--- config.mk ---
export PLATFORM = sky130hd
export DESIGN_NAME = lnrv_ilm_arb_flat
export DESIGN_NICKNAME = d
export VERILOG_FILES = /design/src/rtl/lnrv_ilm_arb_if.sv /design/src/rtl/lnrv_ilm_arb.sv /design/src/flat_wrapper.sv
export SDC_FILE = /design/constraint.sdc
export NUM_CORES = 1
export LEC_CHECK = 0
export ABC_AREA = 1
export CAP_MARGIN = 20
export CORE_MARGIN = 2
export CORE_UTILIZATION = 43
export DETAILED_ROUTE_END_ITERATION = 10
export MAX_ROUTING_LAYER = met4
export PLACE_DENSITY = 0.87
export SLEW_MARGIN = 20
export SYNTH_ARGS = -nofsm -noshare
export SYNTH_HDL_FRONTEND = slang
export SYNTH_SLANG_ARGS = --single-unit
--- constraint.sdc ---
create_clock -name clk -period 3.3 [get_ports clk]
set_clock_uncertainty 0.15 [all_clocks]
set_input_delay 0.825 -clock clk [delete_from_list [all_inputs] [get_ports clk]]
set_output_delay 0.825 -clock clk [all_outputs]
set_load 0.03 [all_outputs]
--- src/rtl/lnrv_ilm_arb_if.sv ---
// lnrv_ilm_arb_if: bundle of the IFU and LSU command/response channels and the
// ILM SRAM port that lnrv_ilm_arb arbitrates.
//   slave  modport : arbiter view (takes commands, returns responses, drives SRAM)
//   master modport : environment view (IFU, LSU and SRAM side)
//   ifu_cmd_*/ifu_rsp_* : IFU read-only valid/ready channels
//   lsu_cmd_*/lsu_rsp_* : LSU read/write valid/ready channels
//   ilm_*               : single-port SRAM, 1-cycle read latency
interface lnrv_ilm_arb_if #(
    parameter int P_ADDR_WIDTH = 16,
    parameter int P_DATA_WIDTH = 32
);
    localparam int P_WEM_WIDTH = P_DATA_WIDTH / 8;

    logic                    ifu_cmd_valid;
    logic                    ifu_cmd_ready;
    logic [P_ADDR_WIDTH-1:0] ifu_cmd_addr;
    logic                    ifu_rsp_valid;
    logic                    ifu_rsp_ready;
    logic [P_DATA_WIDTH-1:0] ifu_rsp_rdata;

    logic                    lsu_cmd_valid;
    logic                    lsu_cmd_ready;
    logic                    lsu_cmd_we;
    logic [P_WEM_WIDTH-1:0]  lsu_cmd_wem;
    logic [P_ADDR_WIDTH-1:0] lsu_cmd_addr;
    logic [P_DATA_WIDTH-1:0] lsu_cmd_wdata;
    logic                    lsu_rsp_valid;
    logic                    lsu_rsp_ready;
    logic [P_DATA_WIDTH-1:0] lsu_rsp_rdata;

    logic                    ilm_cs;
    logic                    ilm_we;
    logic [P_WEM_WIDTH-1:0]  ilm_wem;
    logic [P_ADDR_WIDTH-1:0] ilm_addr;
    logic [P_DATA_WIDTH-1:0] ilm_wdata;
    logic [P_DATA_WIDTH-1:0] ilm_rdata;

    modport slave (
        input  ifu_cmd_valid, ifu_cmd_addr, ifu_rsp_ready,
        output ifu_cmd_ready, ifu_rsp_valid, ifu_rsp_rdata,
        input  lsu_cmd_valid, lsu_cmd_we, lsu_cmd_wem, lsu_cmd_addr, lsu_cmd_wdata, lsu_rsp_ready,
        output lsu_cmd_ready, lsu_rsp_valid, lsu_rsp_rdata,
        output ilm_cs, ilm_we, ilm_wem, ilm_addr, ilm_wdata,
        input  ilm_rdata
    );

    modport master (
        output ifu_cmd_valid, ifu_cmd_addr, ifu_rsp_ready,
        input  ifu_cmd_ready, ifu_rsp_valid, ifu_rsp_rdata,
        output lsu_cmd_valid, lsu_cmd_we, lsu_cmd_wem, lsu_cmd_addr, lsu_cmd_wdata, lsu_rsp_ready,
        input  lsu_cmd_ready, lsu_rsp_valid, lsu_rsp_rdata,
        input  ilm_cs, ilm_we, ilm_wem, ilm_addr, ilm_wdata,
        output ilm_rdata
    );
endinterface

--- src/rtl/lnrv_ilm_arb.sv ---
// lnrv_ilm_arb: shares the single-port ILM SRAM between IFU (reads) and LSU
// (reads/writes). LSU has fixed priority; a saturating starvation counter
// forces an IFU win after P_STARVE_LIMIT lost cycles. Each master owns a
// one-deep response slot so read data survives response backpressure.
//   clk     : core clock
//   reset_n : asynchronous active-low reset
//   bus     : lnrv_ilm_arb_if.slave (IFU/LSU channels + SRAM port)

// Per-master response slot. EMPTY -> PEND on grant; PEND forwards ilm_rdata
// live, or parks it in buf_q (BUF) when the master is not ready.
module lnrv_ilm_arb_slot #(
    parameter int P_DATA_WIDTH = 32
) (
    input  logic                    clk,
    input  logic                    reset_n,
    input  logic                    grant,
    input  logic                    grant_we,
    input  logic                    rsp_ready,
    input  logic [P_DATA_WIDTH-1:0] ilm_rdata,
    output logic                    rsp_valid,
    output logic [P_DATA_WIDTH-1:0] rsp_rdata
);
    typedef enum logic [1:0] {S_EMPTY, S_PEND, S_BUF} state_e;

    state_e                  state_q, state_d;
    logic                    wr_q;    // outstanding access is a write: return 0
    logic [P_DATA_WIDTH-1:0] buf_q;

    always_ff @(posedge clk or negedge reset_n) begin
        if (!reset_n) state_q <= S_EMPTY;
        else          state_q <= state_d;
    end

    always_ff @(posedge clk or negedge reset_n) begin
        if (!reset_n) begin
            wr_q  <= 1'b0;
            buf_q <= '0;
        end else begin
            if (grant) wr_q <= grant_we;
            if (state_q == S_PEND && !rsp_ready) buf_q <= wr_q ? '0 : ilm_rdata;
        end
    end

    // A grant while PEND/BUF only happens when rsp_ready=1 (eligibility rule),
    // so the handshake frees the slot in the same cycle it is refilled.
    always_comb begin
        state_d = state_q;
        case (state_q)
            S_EMPTY: if (grant) state_d = S_PEND;
            S_PEND:  state_d = rsp_ready ? (grant ? S_PEND : S_EMPTY) : S_BUF;
            S_BUF:   if (rsp_ready) state_d = grant ? S_PEND : S_EMPTY;
            default: state_d = S_EMPTY;
        endcase
    end

    always_comb begin
        rsp_valid = (state_q != S_EMPTY);
        rsp_rdata = '0;
        if (state_q == S_BUF)               rsp_rdata = buf_q;
        else if (state_q == S_PEND && !wr_q) rsp_rdata = ilm_rdata;
    end
endmodule

module lnrv_ilm_arb #(
    parameter int P_ADDR_WIDTH   = 16,
    parameter int P_DATA_WIDTH   = 32,
    parameter int P_STARVE_LIMIT = 4
) (
    input  logic          clk,
    input  logic          reset_n,
    lnrv_ilm_arb_if.slave bus
);
    localparam int NUM_M = 2;
    localparam int M_IFU = 0;
    localparam int M_LSU = 1;

    logic [NUM_M-1:0]                   cmd_valid, rsp_ready, rsp_valid;
    logic [NUM_M-1:0]                   elig, gnt, gnt_we;
    logic [NUM_M-1:0][P_DATA_WIDTH-1:0] rsp_rdata;
    logic [3:0]                         starve_q;
    logic                               starve_hit;

    assign cmd_valid = {bus.lsu_cmd_valid, bus.ifu_cmd_valid};
    assign rsp_ready = {bus.lsu_rsp_ready, bus.ifu_rsp_ready};
    assign gnt_we    = {bus.lsu_cmd_we, 1'b0};

    // Eligible when the slot is free now or frees this cycle via handshake.
    assign elig       = cmd_valid & (~rsp_valid | rsp_ready);
    assign starve_hit = (starve_q >= 4'(P_STARVE_LIMIT));

    // Grants are gated by reset_n so cmd_ready/ilm_cs read 0 while in reset
    // even if masters keep cmd_valid high.
    always_comb begin
        gnt        = '0;
        gnt[M_IFU] = reset_n & elig[M_IFU] & (~elig[M_LSU] | starve_hit);
        gnt[M_LSU] = reset_n & elig[M_LSU] & ~gnt[M_IFU];
    end

    always_ff @(posedge clk or negedge reset_n) begin
        if (!reset_n)                             starve_q <= '0;
        else if (!cmd_valid[M_IFU] || gnt[M_IFU]) starve_q <= '0;
        else if (elig[M_IFU] && !starve_hit)      starve_q <= starve_q + 4'd1;
    end

    for (genvar m = 0; m < NUM_M; m++) begin : g_slot
        lnrv_ilm_arb_slot #(.P_DATA_WIDTH(P_DATA_WIDTH)) u_slot (
            .clk       (clk),
            .reset_n   (reset_n),
            .grant     (gnt[m]),
            .grant_we  (gnt_we[m]),
            .rsp_ready (rsp_ready[m]),
            .ilm_rdata (bus.ilm_rdata),
            .rsp_valid (rsp_valid[m]),
            .rsp_rdata (rsp_rdata[m])
        );
    end

    assign bus.ifu_cmd_ready = gnt[M_IFU];
    assign bus.lsu_cmd_ready = gnt[M_LSU];
    assign bus.ifu_rsp_valid = rsp_valid[M_IFU];
    assign bus.lsu_rsp_valid = rsp_valid[M_LSU];
    assign bus.ifu_rsp_rdata = rsp_rdata[M_IFU];
    assign bus.lsu_rsp_rdata = rsp_rdata[M_LSU];

    // SRAM port: everything zero on idle cycles; IFU never writes.
    always_comb begin
        bus.ilm_cs    = 1'b0;
        bus.ilm_we    = 1'b0;
        bus.ilm_wem   = '0;
        bus.ilm_addr  = '0;
        bus.ilm_wdata = '0;
        if (gnt[M_LSU]) begin
            bus.ilm_cs    = 1'b1;
            bus.ilm_we    = bus.lsu_cmd_we;
            bus.ilm_wem   = bus.lsu_cmd_we ? bus.lsu_cmd_wem : '0;
            bus.ilm_addr  = bus.lsu_cmd_addr;
            bus.ilm_wdata = bus.lsu_cmd_wdata;
        end else if (gnt[M_IFU]) begin
            bus.ilm_cs   = 1'b1;
            bus.ilm_addr = bus.ifu_cmd_addr;
        end
    end
endmodule

--- src/flat_wrapper.sv ---
// flat-port wrapper written by rule: the top's interface ports become plain ports
module lnrv_ilm_arb_flat 
#(
    parameter int P_ADDR_WIDTH   = 16,
    parameter int P_DATA_WIDTH   = 32,
    parameter int P_STARVE_LIMIT = 4
)
  (clk, reset_n, bus_ifu_cmd_valid, bus_ifu_cmd_addr, bus_ifu_rsp_ready, bus_ifu_cmd_ready, bus_ifu_rsp_valid, bus_ifu_rsp_rdata, bus_lsu_cmd_valid, bus_lsu_cmd_we, bus_lsu_cmd_wem, bus_lsu_cmd_addr, bus_lsu_cmd_wdata, bus_lsu_rsp_ready, bus_lsu_cmd_ready, bus_lsu_rsp_valid, bus_lsu_rsp_rdata, bus_ilm_cs, bus_ilm_we, bus_ilm_wem, bus_ilm_addr, bus_ilm_wdata, bus_ilm_rdata);
  lnrv_ilm_arb_if #(.P_ADDR_WIDTH(P_ADDR_WIDTH), .P_DATA_WIDTH(P_DATA_WIDTH)) bus_i ();
  input  logic clk;
  input  logic reset_n;
  input wire logic [$bits(bus_i.ifu_cmd_valid)-1:0] bus_ifu_cmd_valid;
  input wire logic [$bits(bus_i.ifu_cmd_addr)-1:0] bus_ifu_cmd_addr;
  input wire logic [$bits(bus_i.ifu_rsp_ready)-1:0] bus_ifu_rsp_ready;
  output wire logic [$bits(bus_i.ifu_cmd_ready)-1:0] bus_ifu_cmd_ready;
  output wire logic [$bits(bus_i.ifu_rsp_valid)-1:0] bus_ifu_rsp_valid;
  output wire logic [$bits(bus_i.ifu_rsp_rdata)-1:0] bus_ifu_rsp_rdata;
  input wire logic [$bits(bus_i.lsu_cmd_valid)-1:0] bus_lsu_cmd_valid;
  input wire logic [$bits(bus_i.lsu_cmd_we)-1:0] bus_lsu_cmd_we;
  input wire logic [$bits(bus_i.lsu_cmd_wem)-1:0] bus_lsu_cmd_wem;
  input wire logic [$bits(bus_i.lsu_cmd_addr)-1:0] bus_lsu_cmd_addr;
  input wire logic [$bits(bus_i.lsu_cmd_wdata)-1:0] bus_lsu_cmd_wdata;
  input wire logic [$bits(bus_i.lsu_rsp_ready)-1:0] bus_lsu_rsp_ready;
  output wire logic [$bits(bus_i.lsu_cmd_ready)-1:0] bus_lsu_cmd_ready;
  output wire logic [$bits(bus_i.lsu_rsp_valid)-1:0] bus_lsu_rsp_valid;
  output wire logic [$bits(bus_i.lsu_rsp_rdata)-1:0] bus_lsu_rsp_rdata;
  output wire logic [$bits(bus_i.ilm_cs)-1:0] bus_ilm_cs;
  output wire logic [$bits(bus_i.ilm_we)-1:0] bus_ilm_we;
  output wire logic [$bits(bus_i.ilm_wem)-1:0] bus_ilm_wem;
  output wire logic [$bits(bus_i.ilm_addr)-1:0] bus_ilm_addr;
  output wire logic [$bits(bus_i.ilm_wdata)-1:0] bus_ilm_wdata;
  input wire logic [$bits(bus_i.ilm_rdata)-1:0] bus_ilm_rdata;
  assign bus_i.ifu_cmd_valid = bus_ifu_cmd_valid;
  assign bus_i.ifu_cmd_addr = bus_ifu_cmd_addr;
  assign bus_i.ifu_rsp_ready = bus_ifu_rsp_ready;
  assign bus_ifu_cmd_ready = bus_i.ifu_cmd_ready;
  assign bus_ifu_rsp_valid = bus_i.ifu_rsp_valid;
  assign bus_ifu_rsp_rdata = bus_i.ifu_rsp_rdata;
  assign bus_i.lsu_cmd_valid = bus_lsu_cmd_valid;
  assign bus_i.lsu_cmd_we = bus_lsu_cmd_we;
  assign bus_i.lsu_cmd_wem = bus_lsu_cmd_wem;
  assign bus_i.lsu_cmd_addr = bus_lsu_cmd_addr;
  assign bus_i.lsu_cmd_wdata = bus_lsu_cmd_wdata;
  assign bus_i.lsu_rsp_ready = bus_lsu_rsp_ready;
  assign bus_lsu_cmd_ready = bus_i.lsu_cmd_ready;
  assign bus_lsu_rsp_valid = bus_i.lsu_rsp_valid;
  assign bus_lsu_rsp_rdata = bus_i.lsu_rsp_rdata;
  assign bus_ilm_cs = bus_i.ilm_cs;
  assign bus_ilm_we = bus_i.ilm_we;
  assign bus_ilm_wem = bus_i.ilm_wem;
  assign bus_ilm_addr = bus_i.ilm_addr;
  assign bus_ilm_wdata = bus_i.ilm_wdata;
  assign bus_i.ilm_rdata = bus_ilm_rdata;
  lnrv_ilm_arb #(.P_ADDR_WIDTH(P_ADDR_WIDTH), .P_DATA_WIDTH(P_DATA_WIDTH), .P_STARVE_LIMIT(P_STARVE_LIMIT)) u_core (.clk(clk), .reset_n(reset_n), .bus(bus_i));
endmodule
==> impl_metrics.tcl <==
set metrics [dict create \
    outcome "finished clean" \
    clk-insertion-delay-late_ps 360 \
    synth_fp_nets 685 \
    tritoncts.num_buffers 9 \
    synth-compound-area-share_pct 19.1 \
    timing.setup.tns_ps 0 \
    residual_overflow_from_global_routing 0 \
    die_height_um 104 \
    worst_setup_hold_path_clk_slew_ps 80 \
    synth_cell_type_count 22 \
    p_int_uw 2030 \
    worst_pin_slew_ps 812 \
    worst_path_most_repeated_cell "sky130_fd_sc_hd__clkdlybuf4s50_1" \
    placed_area_mm2 0.00668 \
    total_number_of_nets_in_the_final_design 931 \
    grt_util_all_layers_pct 27.2 \
    start_kind "input port" \
    max_freq_mhz 310 \
    floorplan.initialDensity_pct 44.1 \
    final_layout_size_suffix_gt1_share_pct 24.6 \
    synth_seq_area_share_pct 42.5 \
    antenna_found_initial 0 \
    setup.worst_path.end_class "output pin" \
    timing.final.max_slew_violations 0 \
    irDropWorstVdd_mv 0.236 \
    finalCriticalPeriod_ps 3230 \
    worstPathArrival_ps 2250 \
    post_synth_inst_count 577 \
    dominant_combinational_cell_family_by_area_after_synthesis "simple AND/OR/NAND/NOR gates" \
    synth_simple_gate_area_share_pct 22.5 \
    grt.met3_usage_pct 5.08 \
    globalRouteMet2Util_pct 48.4 \
    static-leakage-power_uw 0.00380 \
    final.hold.worst_slack_ps 333 \
    synth_xor_xnor_area_share_pct 0.204 \
    first_iter_violations 292 \
    swShare_pct 35.5 \
    critical_path.n_buffers_inverters 3 \
    post_drt_via_cell_ratio 5.10 \
    crit_type "in -> out" \
    globalRoute.busiestLayer "met2" \
    port_buffers 228 \
    i_o_pin_total 229 \
    yosys.area_share.adder_pct 0.291 \
    drt_wl_total_um 14800 \
    most-common-layout-cells "sky130_fd_sc_hd__buf_4 (130), sky130_fd_sc_hd__clkdlybuf4s50_1 (116), sky130_fd_sc_hd__inv_1 (108)" \
    clock_tree.buffer_depth 2 \
    dr.pass1.iters 5 \
    post-route-period-util_pct 97.8 \
    met1_usage_pct 30.9 \
    finalWeightedCongestion 0.879 \
    timing.critical_path.slowest_cell_delay_ps 710 \
    clkSinkCount 73 \
    htree_levels 3 \
    power.share.sequential_pct 38.7 \
    synth_area_per_inst_um2 7.44 \
    muxShareOfSynthArea_pct 0 \
    switchingPower_uw 1110 \
    via_count 4897 \
    layout_commonest_cell "sky130_fd_sc_hd__buf_4" \
    via_count_of_the_first_global_routing_pass 4996 \
    cp_cell_sequence "clkdlybuf4s50_1, inv_1, o21ai_0, clkdlybuf4s50_1" \
    hold_path_class "reg -> reg" \
    design_area_mm2 0.00699 \
    power.share.clock_pct 24.6 \
    yosys_warning_count 0 \
    post-dp-hpwl_um 10800 \
    synth.cell_area_mm2 0.00429 \
    die_x_um 104 \
    power_share_of_the_combinational_group_pct 36.7 \
    critical-path-slowest-cell "sky130_fd_sc_hd__clkdlybuf4s50_1" \
    grt_start_max_net_pins 65 \
    worst_path_required_time_ps 2320 \
    cts_tree "done" \
    drt.antenna.violating_nets 0 \
    layout-area-overhead-vs-synth_pct 62.8 \
    area_of_the_die_mm2 0.0108 \
    crit_path_max_fanout 2 \
    max-slew-margin-rel_pct 45.9 \
    setup_viol 0 \
    ys_seq_elements 73 \
    core_area_mm2 0.00973 \
    cell_chosen_for_the_clock_root "sky130_fd_sc_hd__clkbuf_8" \
    power.density_cell_area_mw_per_mm2 449 \
    routed_wire_length_per_instance_um 15.4 \
    grt_first_pass_wirelength_um 23400 \
    critical_path.top_delay_family "buffers and inverters" \
    drc 0 \
    rows 36 \
    finalHoldViolCount 0 \
    maxCapViolations 0 \
    insertedDiodeCount 0 \
]
[logic make-up after synthesis]
logic type | count (synthesis)
buf+inv | 153
simple gates | 217
compound gates | 132
flops | 73
xor+xnor | 1
fa+ha+maj | 1
[synthesized netlist by cell type, drive strengths merged]
master / number / area share, %
ha: 1 / 0.29
nand3: 84 / 9.8
nor2: 48 / 4.9
o22ai: 32 / 4.7
buf: 19 / 3.6
a21boi: 1 / 0.17
a21oi: 1 / 0.12
inv: 113 / 9.9
clkbuf: 21 / 1.8
o21ai: 98 / 14
xor2: 1 / 0.20
or2: 1 / 0.15
dfrtp: 73 / 43
nor3: 1 / 0.38
nand2: 83 / 7.3
[metrics by stage]
stage / setup WS, ps / power [uW] / cells / util, %
after global placement: -11.5 / 2320 / 942 / 68.6
after global routing: -10.2 / 3310 / 961 / 71.8
after floorplan: 521 / 1880 / 577 / -
after detailed placement: -63.8 / 2370 / 942 / 68.6
final: 71.7 / 3140 / 961 / 71.8
after CTS: 5.96 / 3150 / 958 / 70.9
[per-layer routing]
metal	share of wire, %	vias to the layer above
met5	0	-
met3	6.3	20
met1	40	2296
met2	53	240
li1	-	2341
met4	1.6	0
[layout make-up]
| type | count | area, um^2 |
|---|---|---|
| clock buffers | 13 | 179 |
| clock inverters | 3 | 46.3 |
| fillers | 720 | 2740 |
| inverters | 113 | 429 |
| multi-input cells | 351 | 1810 |
| flip-flops and latches | 73 | 1830 |
| well taps | 133 | 166 |
| repair buffers | 275 | 2530 |
[power groups by stage]
stage                     clock, uW  combinational, uW  sequential [uW]
after detailed placement          0               1150             1230
final                           774               1150             1210
after global placement            0               1110             1220
after CTS                       785               1150             1210
after floorplan                   0                674             1200
after global routing            822               1250             1240
[path summary, 6_finish.rpt]
check	startpoint	endpoint	slack, ps	cells after the start
max	bus_ilm_rdata[25]	bus_ifu_rsp_rdata[25]	70	4
max in group asynchronous	reset_n	u_core.g_slot[1].u_slot.buf_q[0]	2200	2
min in group asynchronous	reset_n	u_core.g_slot[1].u_slot.buf_q[20]	430	2
max reg2reg	u_core.g_slot[0].u_slot.state_q[0]	u_core.g_slot[0].u_slot.buf_q[29]	1020	7
min reg2reg	u_core.g_slot[0].u_slot.buf_q[23]	u_core.g_slot[0].u_slot.buf_q[23]	330	2
min	u_core.g_slot[0].u_slot.buf_q[23]	u_core.g_slot[0].u_slot.buf_q[23]	330	2
[registers in the layout, indices dropped and copies added, names as in the netlist]
| signal | cells |
|---|---|
| u_core.g_slot.u_slot.wr_q | 1 |
| u_core.g_slot.u_slot.state_q | 4 |
| u_core.starve_q | 4 |
| u_core.g_slot.u_slot.buf_q | 64 |
[worst reg2reg max path, delay by kind of cell (launching register included)]
| family | cells | cell delay [ps] |
|---|---|---|
| AO/OA/AOI/OAI | 1 | 70 |
| buffers and inverters | 3 | 710 |
| flip-flops | 1 | 430 |
| AND/OR/NAND/NOR | 3 | 860 |
[what timing repair did]
action / 4_1_cts / 5_1_grt
gates cloned: 0 / 2
hold endpoints to repair: 0 / 0
pin swaps: 0 / 1
buffers inserted: 0 / 1
gates resized for setup: 5 / 21
hold buffers: 0 / 0
endpoints found under the setup margin: 13 / 69
Power figures use the tool's default switching activity.
